**src/rtl/hazard_scoreboard.sv**
```systemverilog
// hazard_scoreboard: EXE/MEM destination tracking, operand forwarding selects and load-use stall for the ID stage
module hazard_scoreboard #(
  parameter int RA_W  = 5,
  parameter int CNT_W = 16
) (
  input  logic             clock,
  input  logic             reset,
  input  logic             id_valid,
  input  logic [RA_W-1:0]  id_rs,
  input  logic [RA_W-1:0]  id_rt,
  input  logic             id_use_rs,
  input  logic             id_use_rt,
  input  logic             id_wreg,
  input  logic             id_m2reg,
  input  logic [RA_W-1:0]  id_rd,
  input  logic             id_flush,
  output logic [1:0]       fwda,
  output logic [1:0]       fwdb,
  output logic             depen,
  output logic             wpcir,
  output logic             exe_load,
  output logic [CNT_W-1:0] stall_cnt
);
  logic            e_wreg, e_m2reg, m_wreg, m_m2reg;
  logic [RA_W-1:0] e_rd, m_rd;
  logic            e_ok, m_ok, ehit_rs, ehit_rt, mhit_rs, mhit_rt, issue;
  always_comb begin
    e_ok     = e_wreg & (e_rd != '0);
    m_ok     = m_wreg & (m_rd != '0);
    ehit_rs  = id_valid & id_use_rs & e_ok & (e_rd == id_rs);
    ehit_rt  = id_valid & id_use_rt & e_ok & (e_rd == id_rt);
    mhit_rs  = id_valid & id_use_rs & m_ok & (m_rd == id_rs);
    mhit_rt  = id_valid & id_use_rt & m_ok & (m_rd == id_rt);
    exe_load = e_ok & e_m2reg;
    depen    = exe_load & (ehit_rs | ehit_rt);
    wpcir    = ~depen;
    issue    = id_valid & ~id_flush & ~depen;
    fwda     = (ehit_rs & ~e_m2reg) ? 2'b01 : mhit_rs ? (m_m2reg ? 2'b11 : 2'b10) : 2'b00;
    fwdb     = (ehit_rt & ~e_m2reg) ? 2'b01 : mhit_rt ? (m_m2reg ? 2'b11 : 2'b10) : 2'b00;
  end
  always_ff @(posedge clock) begin
    if (reset) begin
      e_wreg    <= 1'b0;
      e_m2reg   <= 1'b0;
      e_rd      <= '0;
      m_wreg    <= 1'b0;
      m_m2reg   <= 1'b0;
      m_rd      <= '0;
      stall_cnt <= '0;
    end else begin
      m_wreg    <= e_wreg;
      m_m2reg   <= e_m2reg;
      m_rd      <= e_rd;
      e_wreg    <= issue & id_wreg;
      e_m2reg   <= issue & id_m2reg;
      e_rd      <= issue ? id_rd : '0;
      stall_cnt <= (depen && stall_cnt != '1) ? stall_cnt + 1'b1 : stall_cnt;
    end
  end
endmodule

```
**config.mk**
```make
export PLATFORM = sky130hd
export DESIGN_NAME = hazard_scoreboard
export DESIGN_NICKNAME = d
export VERILOG_FILES = /design/src/rtl/hazard_scoreboard.sv
export SDC_FILE = /design/constraint.sdc
export NUM_CORES = 1
export LEC_CHECK = 0
export CORE_MARGIN = 2
export CORE_UTILIZATION = 45
export DETAILED_ROUTE_END_ITERATION = 6
export GPL_ROUTABILITY_DRIVEN = 0
export PLACE_DENSITY = 0.74
export SLEW_MARGIN = 20
export SYNTH_ARGS = -nofsm -noshare
export SYNTH_HDL_FRONTEND = slang
export SYNTH_SLANG_ARGS = --single-unit
export TNS_END_PERCENT = 20
```
**constraint.sdc**
```tcl
create_clock -name clock -period 2.6 [get_ports clock]
set_clock_uncertainty 0.05 [all_clocks]
set_input_delay 0.78 -clock clock [delete_from_list [all_inputs] [get_ports clock]]
set_output_delay 0.78 -clock clock [all_outputs]
set_load 0.01 [all_outputs]
```
==> impl_metrics.toml, run 1 <==
[global_route]
grt_pass1_wl_um = 6910
track_usage_pct = 22.0
grt_max_degree = 15
antenna_found_initial = 0
grt_overflow = 0
first_global_vias = 1575

[floorplan]
die_h_um = 63.6
pin_count = 46
start_util_pct = 47.5
row_count = 21
fp.dieW_um = 63.6
die-area_um2 = 4040
core_um2 = 3360

[yosys]
yosysWarnings = 0
yosys.area_share.simple_pct = 31.5
synthDistinctLibCells = 38
synth-xor-area-share_pct = 12.6
synth_compound_area_share_pct = 10.3
synth_async_sr_flop_share_pct = 0
synth_top_cell_by_area = "dfxtp_1"
synth_ff_type = "dfxtp_1"
ys_seq_area_share_pct = 37.6
synthMuxAreaShare_pct = 4.15
mappedNetlistNets = 203
synth_top_area_share_pct = 37.6
yosys.area_share.adder_pct = 0.783
syn_area_um2 = 1600
synthCells = 179
synth_area_leaders = "dfxtp_1, xnor2_1, nor2b_1"
synth_area_per_cell_um2 = 8.93
synth_edf_count = 0
synth_top_family_by_area = "simple AND/OR/NAND/NOR gates"
synth-seq-cells = 30

[power_and_ir_drop]
p_int_uw = 734
powerDensity_nw_per_um2 = 387
switching_share_pct = 22.7
total_power_uw = 949
p_clk_share_pct = 38.5
power.leakage_uw = 0.000949
seqPwrFrac_pct = 49.5
comb_power_share_pct = 12.0
ir_drop_mv = 0.336
p_sw_uw = 215

[setup_path]
cp_max_fo = 2
arrival_ns = 1.91
critPathRequiredTime_ns = 1.77
critPathKind = "in2out"
cp-start-kind = "primary input"
endpoint_kind = "primary output"

[sta]
max_slew_margin_pct = 63.5
slew_viol_final = 0
layout_setup_ws_ns = -0.145
clock.fmax_mhz = 364
rsz0062_at_grt = "yes"
fin_crit_sh_pct = 106
setup_viol = 6
period_minus_slack_ns = 2.74
worst_pin_slew_ns = 0.542
hold_viol = 0

[routing]
first_pass_iters = 4
ant_nets = 0
routedWlPerCell_um = 14.1
drc_errors = 0
vias_per_cell = 5.27
routed_wl_um = 4250
vias = 1587
drt_iter0_drc = 76

[cts]
cts_buffers = 5
clk_path_buf_depth = 2
clkSinkCount = 30
path_clk_slew_ns = 0.09
htreeDepth = 2
clk_latency_ns = 0.32
cts_tree = "done"
cts_root_buf = "clkbuf_4"
cts_hold_buf = 0

[placed_design]
hpwlAfterDp_um = 3160
placed_cell_area_um2 = 2250
dp_slack_ns = -0.966
numPortBuffers = 45
dp_cells = 289

[min_path]
min_path_type = "reg2reg"

[finish]
fin_cells = 301
syn2layout_area_growth_pct = 53.4
drive_gt1_share_pct = 32.5
nets = 278
fin_area_um2 = 2450
final_cell_mix = "dfxtp_1, clkdlybuf4s50_1, buf_4"
final_common_cell = "dfxtp_1"
diodes = 0

[run_status]
violations = "setup timing"
status = "finished with violations"

[job]
maxCapViolCount = 0
-- path summary, 6_finish.rpt --
kind	to	startpoint	depth (start not counted)	slack, ns
max	fwdb[0]	id_rt[4]	7	-0.14
min	m_rd[2]	e_rd[2]	1	0.43
max reg2reg	stall_cnt[1]	e_rd[1]	10	0.27
min reg2reg	m_rd[2]	e_rd[2]	1	0.43
-- synth_stat cells (3+ instances only) --
cell / n
dfxtp_1: 30
nor4_1: 10
mux2_1: 3
xor2_1: 6
nand3_1: 7
nand4_1: 10
or3_1: 5
a21oi_1: 6
inv_1: 4
and2_1: 7
nor2_1: 14
xnor2_1: 17
nand2_1: 8
nor2b_1: 14
o21ai_0: 7
-- power groups by stage --
stage | Sequential, uW | Combinational, uW | Clock (uW)
after floorplan | 479 | 38.5 | 0
after global placement | 479 | 98.0 | 0
after detailed placement | 479 | 101 | 0
after CTS | 469 | 113 | 368
after global routing | 471 | 122 | 391
final | 470 | 114 | 365
-- routing by layer --
layer  wire length [um]  track usage, %  vias up
li1                   -               -      791
met1               1860            26.2      744
met4                 97            11.4        0
met2               2140            37.2       42
met5                  0               0        -
met3                158            4.46       10
-- metrics by stage --
step                      setup TNS (ns)  utilization [%]  hold WS (ns)
after global routing               -1.02             72.9         0.455
after detailed placement          -10.34             66.9         0.423
after global placement             -8.04             66.9         0.422
final                             -0.472             72.9         0.431
after floorplan                        0                -         0.441
after CTS                         -0.351             72.7         0.436
-- layout make-up --
type	instances	area, um^2
Multi-Input combinational cell	140	1040
Tap cell	46	57.6
Clock buffer	5	37.5
Inverter	4	15.0
Timing Repair Buffer	73	656
Fill cell	269	912
Sequential cell	30	603
Clock inverter	3	40.0
-- registers in the layout, indices dropped and copies added, names as in the netlist --
signal     count
m_m2reg        1
e_m2reg        1
m_rd           5
e_wreg         1
m_wreg         1
stall_cnt     16
e_rd           5
-- cells by family (layout without fill, tap and decap cells) --
kind of cell             after synthesis  count (layout)
AO/OA/AOI/OAI                         24              24
XOR/XNOR                              23              23
adder cells (fa/ha/maj)                1               1
buffers and inverters                  9              85
flip-flops                            30              30
multiplexers                           6               6
AND/OR/NAND/NOR                       86              86
-- worst max-delay path: stages --
cell and delay (ns):
buf_6 0.10, xnor2_2 0.15, nand4_1 0.20, nor3_4 0.20
nor3b_2 0.23, a21o_1 0.12, buf_2 0.13
-- what timing repair did --
item,4_1_cts,5_1_grt
buffers inserted,4,0
gates resized for setup,105,3
gates cloned,0,0
pin swaps,16,4
endpoints found under the setup margin,12,7
(Power assumes the default switching activity.)
==> run 2: changes to the inputs <==
--- a/config.mk
+++ b/config.mk
@@ -6,4 +6,5 @@
 export NUM_CORES = 1
 export LEC_CHECK = 0
+export ABC_AREA = 0
 export CORE_MARGIN = 2
 export CORE_UTILIZATION = 45
==> constraint.sdc (replaced) <==
create_clock -name clock -period 2.6 [get_ports clock]
set_clock_uncertainty 0.05 [all_clocks]
set_input_delay 0.26 -clock clock [delete_from_list [all_inputs] [get_ports clock]]
set_output_delay 0.26 -clock clock [all_outputs]
set_load 0.01 [all_outputs]
==> run 2 against run 1 <==
  * Wire length fell by 10%
  * The run now ends clean
  * Highest routed layer unchanged
  * Setup slack better by 0.24 ns
  * Critical endpoint is now fwda[0]
  * Largest power group unchanged
  * Utilization fell by 7.2 points
  * Global-route usage is 1.9 points lower
  * Sequential power about the same
  * Register-to-register slack improved by 0.22 ns
  * Via count is 5.9% lower
  * Critical path type is now reg2out
==> impl_metrics.toml, run 2 (synthesized netlist as in run 1, its figures left out) <==
[global_route]
track_usage_pct = 20.1
antenna_found_initial = 0
grt_use_met1_pct = 24.1
grt_max_degree = 30
grt_pass1_wl_um = 6360
met2_usage_pct = 32.6
first_global_vias = 1447
grt_overflow = 0
met3_usage_pct = 5.89
grt_busiest_layer = "met2"

[routing]
drt_iter0_drc = 100
vias_per_cell = 5.39
routed_wl_um = 3810
first_pass_iters = 4
drc_errors = 0
ant_nets = 0
routedWlPerCell_um = 13.8
vias = 1493

[finish]
final_common_cell = "clkdlybuf4s50_1"
top_register = "stall_cnt"
final_cell_mix = "clkdlybuf4s50_1, dfxtp_1, xnor2_1"
diodes = 0
nets = 254
syn2layout_area_growth_pct = 38.3
utilization_pct = 65.7
fin_cells = 277
largest_reg_flops = 16
reg_top3 = "stall_cnt (16), e_rd (5), m_rd (5)"
drive_gt1_share_pct = 12.6

[cts]
clkSinkCount = 30
cts_hold_buf = 0
cts_root_buf = "clkbuf_4"
htreeDepth = 2
clk_latency_ns = 0.34
clk_path_buf_depth = 2
cts_tree = "done"
cts_buffers = 5
path_clk_slew_ns = 0.09

[sta]
fin_crit_sh_pct = 96.3
rsz0062_at_grt = "yes"
max_slew_margin_pct = 63.6
hold_viol = 0
setup_viol = 0
slew_viol_final = 0
clock.fmax_mhz = 399
worst_pin_slew_ns = 0.541
period_minus_slack_ns = 2.50
holdWs_ns = 0.427
tns_ns = 0

[setup_path]
cpPeakStageDelay_ns = 0.57
endpoint_kind = "primary output"
cp_max_fo = 3
cp_top_family = "simple AND/OR/NAND/NOR gates"
r2r_slack_ns = 0.49
arrival_ns = 2.19
cp_num_buf_inv = 1
crit_chain = "or4_1 -> o21ai_2 -> nor4_1 -> a21o_1 -> clkdlybuf4s50_1"
cp-start-kind = "flip-flop"
critPathRequiredTime_ns = 2.29
critical_path.slowest_cell = "or4_1"
critPathKind = "reg2out"

[floorplan]
core_um2 = 3360
start_util_pct = 47.5
fp.dieW_um = 63.6
row_count = 21
pin_count = 46
die_h_um = 63.6
die-area_um2 = 4040

[min_path]
min_path_type = "in2reg"

[placed_design]
dp_cells = 269
numPortBuffers = 45
hpwlAfterDp_um = 2820

[power_and_ir_drop]
power.leakage_uw = 0.000766
powerDensity_nw_per_um2 = 412
ir_drop_mv = 0.201

[run_status]
status = "complete, no violations"

[job]
maxCapViolCount = 0
## run 2: worst paths after layout
path,depth (start not counted),start,endpoint
min,2,id_rd[1],e_rd[1]
max,5,m_rd[1],fwda[0]
min reg2reg,1,e_rd[3],m_rd[3]
max reg2reg,7,e_rd[1],stall_cnt[3]
## run 2: layer usage
metal / share of wire, % / wire length, um / vias to the layer above
met5: 0 / 0 / -
met4: 1.9 / 73 / 0
met3: 4.2 / 161 / 8
met2: 51 / 1930 / 38
met1: 43 / 1650 / 708
li1: - / - / 739
## run 2: area by class of cell
cell class,instances,area [um^2]
Fill cell,309,1150
Multi-Input combinational cell,140,972
Sequential cell,30,606
Timing Repair Buffer,49,480
Clock buffer,8,78.8
Tap cell,46,57.6
Inverter,4,15.0
## run 2: power breakdown
part / switching [uW] / leakage, uW / internal (uW)
registers: 6.83 / 0.000244 / 464
clock network: 168 / 0.0000446 / 185
logic: 34.3 / 0.000477 / 51.2
total: 210 / 0.000766 / 700
## run 2: through the flow
step	worst slack [ns]	instance area, um^2	total power, uW
finish	0.0965	2210	910
global route	-0.0373	2210	949
CTS	0.0130	2180	915
detailed placement	0.0218	2100	565
global placement	0.0856	2100	562
floorplan	0.715	1600	518
## run 2: repair_timing
action | in CTS | in global routing
setup buffers | 0 | 0
pin swaps | 0 | 1
resized for setup | 2 | 9
setup endpoints to repair | 4 | 6
